$ cat config.mk
export PLATFORM = sky130hd
export DESIGN_NAME = capture_buffer_flat
export DESIGN_NICKNAME = d
export VERILOG_FILES = /design/src/rtl/capture_buffer_if.sv /design/src/rtl/capture_buffer.sv /design/src/flat_wrapper.sv
export SDC_FILE = /design/constraint.sdc
export NUM_CORES = 1
export LEC_CHECK = 0
export BUFFER_PORTS_ARGS = -buffer_cell sky130_fd_sc_hd__buf_2
export CAP_MARGIN = 15
export CORE_UTILIZATION = 65
export CTS_CLUSTER_DIAMETER = 50
export DETAILED_ROUTE_END_ITERATION = 10
export PLACE_DENSITY_LB_ADDON = 0.08
export SYNTH_ARGS = -nofsm -noshare
export SYNTH_HDL_FRONTEND = slang
export SYNTH_SLANG_ARGS = --single-unit
$ cat constraint.sdc
create_clock -name clk -period 3.45 [get_ports clk]
set_clock_uncertainty 0.05 [all_clocks]
set_input_delay 0.345 -clock clk [delete_from_list [all_inputs] [get_ports clk]]
set_output_delay 0.345 -clock clk [all_outputs]
set_load 0.005 [all_outputs]
$ cat src/rtl/capture_buffer_if.sv
// Capture buffer bus: sample input, control pulses, read-back port and status.
// master drives arm/stop/data_valid/data/rd_addr and observes the status/read-back outputs.
// slave is the capture_buffer side of the same bundle.
interface capture_buffer_if #(
   parameter int WIDTH = 40,
   parameter int DEPTH = 12
);
   localparam int AW = $clog2(DEPTH);

   logic             arm;
   logic             stop;
   logic             data_valid;
   logic [WIDTH-1:0] data;
   logic [AW-1:0]    rd_addr;
   logic [WIDTH-1:0] rd_data;
   logic [AW:0]      count;
   logic [AW-1:0]    wr_ptr;
   logic             busy;
   logic             done;
   logic             wrapped;

   modport master (
      output arm, stop, data_valid, data, rd_addr,
      input  rd_data, count, wr_ptr, busy, done, wrapped
   );

   modport slave (
      input  arm, stop, data_valid, data, rd_addr,
      output rd_data, count, wr_ptr, busy, done, wrapped
   );
endinterface

$ cat src/rtl/capture_buffer.sv
// Sample-capture memory: records up to DEPTH qualified samples after arm, stops on full or stop.
// Latency: a sample written at edge N is readable via rd_addr one edge later; rd_data is 1 cycle behind rd_addr.
// Backpressure: none; samples offered outside CAPTURE, or after a one-shot fill, are dropped.
// Ports: clk, reset (async active-low, released synchronously), bus (capture_buffer_if.slave):
//   arm/stop/data_valid/data in, rd_addr in, rd_data/count/wr_ptr/busy/done/wrapped out.
// Build option: define CAPTURE_WRAP_EN for circular "last DEPTH samples" recording;
//   without it the buffer is one-shot and wrapped is tied low.
module capture_buffer #(
   parameter int WIDTH = 40,
   parameter int DEPTH = 12
) (
   input  logic              clk,
   input  logic              reset,
   capture_buffer_if.slave   bus
);
   localparam int AW = $clog2(DEPTH);

   // Encoding chosen so busy and done are straight flop bits.
   localparam logic [1:0] ST_IDLE    = 2'b00;
   localparam logic [1:0] ST_CAPTURE = 2'b01;
   localparam logic [1:0] ST_DONE    = 2'b10;

   localparam logic [AW:0]   CNT_FULL = (AW+1)'(DEPTH);
   localparam logic [AW:0]   CNT_LAST = (AW+1)'(DEPTH - 1);
   localparam logic [AW-1:0] PTR_LAST = AW'(DEPTH - 1);

   // Reset: asserts immediately, releases on the second clk edge after reset goes high.
   logic rst_meta_q;
   logic rst_sync_n_q;

   always_ff @(posedge clk or negedge reset) begin
      if (!reset) begin
         rst_meta_q   <= 1'b0;
         rst_sync_n_q <= 1'b0;
      end else begin
         rst_meta_q   <= 1'b1;
         rst_sync_n_q <= rst_meta_q;
      end
   end

   logic [1:0]       state_q,   state_d;
   logic [AW-1:0]    wr_ptr_q,  wr_ptr_d;
   logic [AW:0]      count_q,   count_d;
   logic [WIDTH-1:0] rd_data_q, rd_data_d;
   logic             mem_we;
   logic [WIDTH-1:0] mem_q [DEPTH];

`ifdef CAPTURE_WRAP_EN
   logic             wrapped_q, wrapped_d;
`endif

   always_comb begin
      state_d  = state_q;
      wr_ptr_d = wr_ptr_q;
      count_d  = count_q;
      mem_we   = 1'b0;
`ifdef CAPTURE_WRAP_EN
      wrapped_d = wrapped_q;
`endif
      // arm restarts from any state and takes priority over stop and the current sample.
      if (bus.arm) begin
         state_d  = ST_CAPTURE;
         wr_ptr_d = '0;
         count_d  = '0;
`ifdef CAPTURE_WRAP_EN
         wrapped_d = 1'b0;
`endif
      end else if (state_q == ST_CAPTURE) begin
         if (bus.data_valid) begin
            mem_we   = 1'b1;
            wr_ptr_d = (wr_ptr_q == PTR_LAST) ? '0 : wr_ptr_q + 1'b1;
            if (count_q != CNT_FULL) begin
               count_d = count_q + 1'b1;
            end
`ifdef CAPTURE_WRAP_EN
            // Writing into a full buffer overwrites the oldest entry.
            if (count_q == CNT_FULL) begin
               wrapped_d = 1'b1;
            end
`else
            // The write that fills the buffer ends capture on the same edge.
            if (count_q == CNT_LAST) begin
               state_d = ST_DONE;
            end
`endif
         end
         // A sample presented alongside stop has already been taken above.
         if (bus.stop) begin
            state_d = ST_DONE;
         end
      end
   end

   // Addresses past the last entry read as zero rather than aliasing.
   always_comb begin
      rd_data_d = '0;
      if ({1'b0, bus.rd_addr} < CNT_FULL) begin
         rd_data_d = mem_q[bus.rd_addr];
      end
   end

   always_ff @(posedge clk or negedge rst_sync_n_q) begin
      if (!rst_sync_n_q) begin
         state_q   <= ST_IDLE;
         wr_ptr_q  <= '0;
         count_q   <= '0;
         rd_data_q <= '0;
      end else begin
         state_q   <= state_d;
         wr_ptr_q  <= wr_ptr_d;
         count_q   <= count_d;
         rd_data_q <= rd_data_d;
      end
   end

`ifdef CAPTURE_WRAP_EN
   always_ff @(posedge clk or negedge rst_sync_n_q) begin
      if (!rst_sync_n_q) begin
         wrapped_q <= 1'b0;
      end else begin
         wrapped_q <= wrapped_d;
      end
   end
   assign bus.wrapped = wrapped_q;
`else
   assign bus.wrapped = 1'b0;
`endif

   // Storage is deliberately not reset. Reading and writing the same entry on one edge
   // returns the old contents because rd_data_q samples mem_q before this update lands.
   always_ff @(posedge clk) begin
      if (mem_we) begin
         mem_q[wr_ptr_q] <= bus.data;
      end
   end

   assign bus.rd_data = rd_data_q;
   assign bus.count   = count_q;
   assign bus.wr_ptr  = wr_ptr_q;
   assign bus.busy    = state_q[0];
   assign bus.done    = state_q[1];
endmodule

$ cat src/flat_wrapper.sv
// flat-port wrapper written by rule: the top's interface ports become plain ports
module capture_buffer_flat 
#(
   parameter int WIDTH = 40,
   parameter int DEPTH = 12
)
  (clk, reset, bus_arm, bus_stop, bus_data_valid, bus_data, bus_rd_addr, bus_rd_data, bus_count, bus_wr_ptr, bus_busy, bus_done, bus_wrapped);
  capture_buffer_if #(.WIDTH(WIDTH), .DEPTH(DEPTH)) bus_i ();
  input  logic clk;
  input  logic reset;
  input wire logic [$bits(bus_i.arm)-1:0] bus_arm;
  input wire logic [$bits(bus_i.stop)-1:0] bus_stop;
  input wire logic [$bits(bus_i.data_valid)-1:0] bus_data_valid;
  input wire logic [$bits(bus_i.data)-1:0] bus_data;
  input wire logic [$bits(bus_i.rd_addr)-1:0] bus_rd_addr;
  output wire logic [$bits(bus_i.rd_data)-1:0] bus_rd_data;
  output wire logic [$bits(bus_i.count)-1:0] bus_count;
  output wire logic [$bits(bus_i.wr_ptr)-1:0] bus_wr_ptr;
  output wire logic [$bits(bus_i.busy)-1:0] bus_busy;
  output wire logic [$bits(bus_i.done)-1:0] bus_done;
  output wire logic [$bits(bus_i.wrapped)-1:0] bus_wrapped;
  assign bus_i.arm = bus_arm;
  assign bus_i.stop = bus_stop;
  assign bus_i.data_valid = bus_data_valid;
  assign bus_i.data = bus_data;
  assign bus_i.rd_addr = bus_rd_addr;
  assign bus_rd_data = bus_i.rd_data;
  assign bus_count = bus_i.count;
  assign bus_wr_ptr = bus_i.wr_ptr;
  assign bus_busy = bus_i.busy;
  assign bus_done = bus_i.done;
  assign bus_wrapped = bus_i.wrapped;
  capture_buffer #(.WIDTH(WIDTH), .DEPTH(DEPTH)) u_core (.clk(clk), .reset(reset), .bus(bus_i));
endmodule
==> impl_metrics.ini <==
[outcome]
run_status = completed

[critical_path]
end_kind = register
ff2ff_path_depth = 4
startpoint_type = register
cp.required_ps = 3650
cp_slowest_stage_delay_ps = 740
crit_chain = nand3b_1 > nor4b_1 > and2_2 > buf_12
slowest_stage = nor4b_1
cp_max_fo = 21
crit_cells = 4
cp_top_family = simple AND/OR/NAND/NOR gates
critPathBufInv = 1
cp.arrival_ps = 2960
worst-setup-path-type = register to register

[floorplanning]
num_rows = 63
dieArea_sq_um = 31190
fp.dieH_um = 176.6
io_pins = 101
die_w_um = 176.6
coreArea_sq_um = 29800
initial_core_util_pct = 66.51

[final_layout]
area_growth_pct = 13.73
seqCellArea_sq_um = 15740
layout_commonest_cell = edfxtp_1
stdcell_area_sq_um = 22540
fillers = 1629
layout.nets = 1085
final_cell_mix = edfxtp_1, mux4_2, buf_2
multiInputGateArea_sq_um = 3675
drive_gt1_share_pct = 31.47

[clock_tree]
cts_root_buffer = clkbuf_16
clock-sinks = 533
numCtsBuffers = 51
cts_setup_buffers = 0
cts_buffer_depth = 3
clk_pin_slew_ps = 60
cts_tree = done
clock_latency_ps = 560
h-tree-depth = 2

[global_routing]
track_usage_pct = 27.34
grt_pass1_vias = 10110
grt_max_degree = 41
grt_pass1_wl_um = 60890
grt_antenna_before_repair = 3
globalRouteOverflowTotal = 0

[timing]
tns_ps = 0
slew_violations = 0
min_period_over_period_pct = 80.01
fin_crit_ps = 2760
whs_ps = 59.27
max_slew_margin_pct = 23.81
timing.final.hold_violations = 0
worst_pin_slew_ps = 1143
setup_viol = 0
max_freq_ghz = 0.3623
grt_setup_unrepaired = no

[place]
dpl-instance-area_sq_um = 20900
gp_congestion = 0.7327
detailed_place_hpwl_um = 22710
io_buffers = 99

[synthesis]
ys.flop_type = edfxtp_1
ys_seq_elements = 533
netlist_area_sq_um = 19820
netlist_instances = 887
synth_area_per_cell_sq_um = 22.34
synth_async_sr_flop_share_pct = 9.944
synth-edff-count = 480
synth_cell_types = 33
yosys_warnings = 0
syn_nets = 942
synth_seq_area_share_pct = 79.43

[pwr]
power_mw = 13.15
pwr_density_cell_nw_per_um2 = 583.3
power_leakage_nw = 7.691
vdd_drop_max_v = 0.0005059

[routing]
routed_via_density = 6.412
dr.pass1.iters = 6
drtIter0Drc = 1145
routedWlPerCell_um = 27.51
routed_wl_um = 40210
drc = 0
vias = 9374
ant_nets = 0

[worst_hold_path]
hold_depth = 1
worstHoldPathType = input port to register

[flow_run]
drv_cap = 0
## power breakdown
part           switching [mW]  internal [mW]
clock network            2.24           3.16
registers              0.0433           7.12
logic                   0.336          0.246
total                    2.62           10.5
## metrics by stage
stage	utilization (%)	setup slack, ps	cells
floorplan	-	927.1	887
global placement	70.14	826.5	1366
detailed placement	70.14	708.8	1366
CTS	75.63	680.0	1461
global route	75.64	529.7	1462
finish	75.64	689.5	1462
## final timing paths
path	slack (ps)	end	from
max in group asynchronous	2070	u_core.bus.wr_ptr[0]$_DFFE_PN0P_	u_core.rst_sync_n_q$_DFF_PN0_
worst min register to register	320	u_core.rst_sync_n_q$_DFF_PN0_	u_core.rst_meta_q$_DFF_PN0_
worst min-delay path	60	u_core.mem_q[8][6]$_DFFE_PP_	bus_data[6]
min in group asynchronous	70	u_core.rst_meta_q$_DFF_PN0_	reset
worst max register to register	690	u_core.mem_q[4][8]$_DFFE_PP_	u_core.state_q[1]$_DFFE_PN0P_
worst max-delay path	690	u_core.mem_q[4][8]$_DFFE_PP_	u_core.state_q[1]$_DFFE_PN0P_
## cells in the mapped netlist, types with 6 or more instances
library cell    n  area, sq um
a22oi_1        40        300.3
edfxtp_1      480        14410
ha_1            6        75.07
dfrtp_1        53         1326
clkbuf_1        7        26.28
mux4_2        120         2703
inv_1          44        165.2
buf_6           6        67.56
nand2_1         7        26.28
nor2_1          7        26.28
and2_1         14        87.58
buf_2          17        85.08
buf_4          10        75.07
o21ai_1        40        200.2
## what timing repair did
item | CTS | global route
gates resized for setup | 0 | 0
hold buffers | 1 | 0
hold endpoints to repair | 2 | 0
## routing by layer
layer | up-vias | routed length, um | GRT usage [%]
met5 | - | 25 | 0
met4 | 4 | 1036 | 8.585
met3 | 72 | 2810 | 4.134
met2 | 404 | 21080 | 46.78
met1 | 4966 | 15270 | 36.85
li1 | 3928 | - | -
## flip-flops by register name (all words and copies together) (netlist names)
name and flops:
u_core.rst_meta_q 1, u_core.bus.count 5, u_core.rst_sync_n_q 1, u_core.bus.wr_ptr 4, u_core.mem_q 480, u_core.bus.rd_data 40
u_core.state_q 2
## layout make-up
cell class	instances	share of cell area [%]
flip-flops and latches	533	69.85
multi-input cells	270	16.31
clock buffers	79	6.540
repair buffers	130	3.725
well taps	390	2.165
inverters	44	0.7328
clock inverters	15	0.6718
diodes	1	0.01110
## cells by family after synthesis
logic type               synth area share [%]
AO/OA/AOI/OAI                           2.784
AND/OR/NAND/NOR                         1.396
XOR/XNOR                               0.2210
multiplexers                            13.64
flip-flops                              79.43
other                                 0.03790
buffers and inverters                   2.115
adder cells (fa/ha/maj)                0.3788
## worst register-to-register path, stage by stage, from the launching register on
cell,delay (ps)
dfrtp_1,400
nand3b_1,270
nor4b_1,740
and2_2,710
buf_12,290
(Power assumes the default switching activity.)
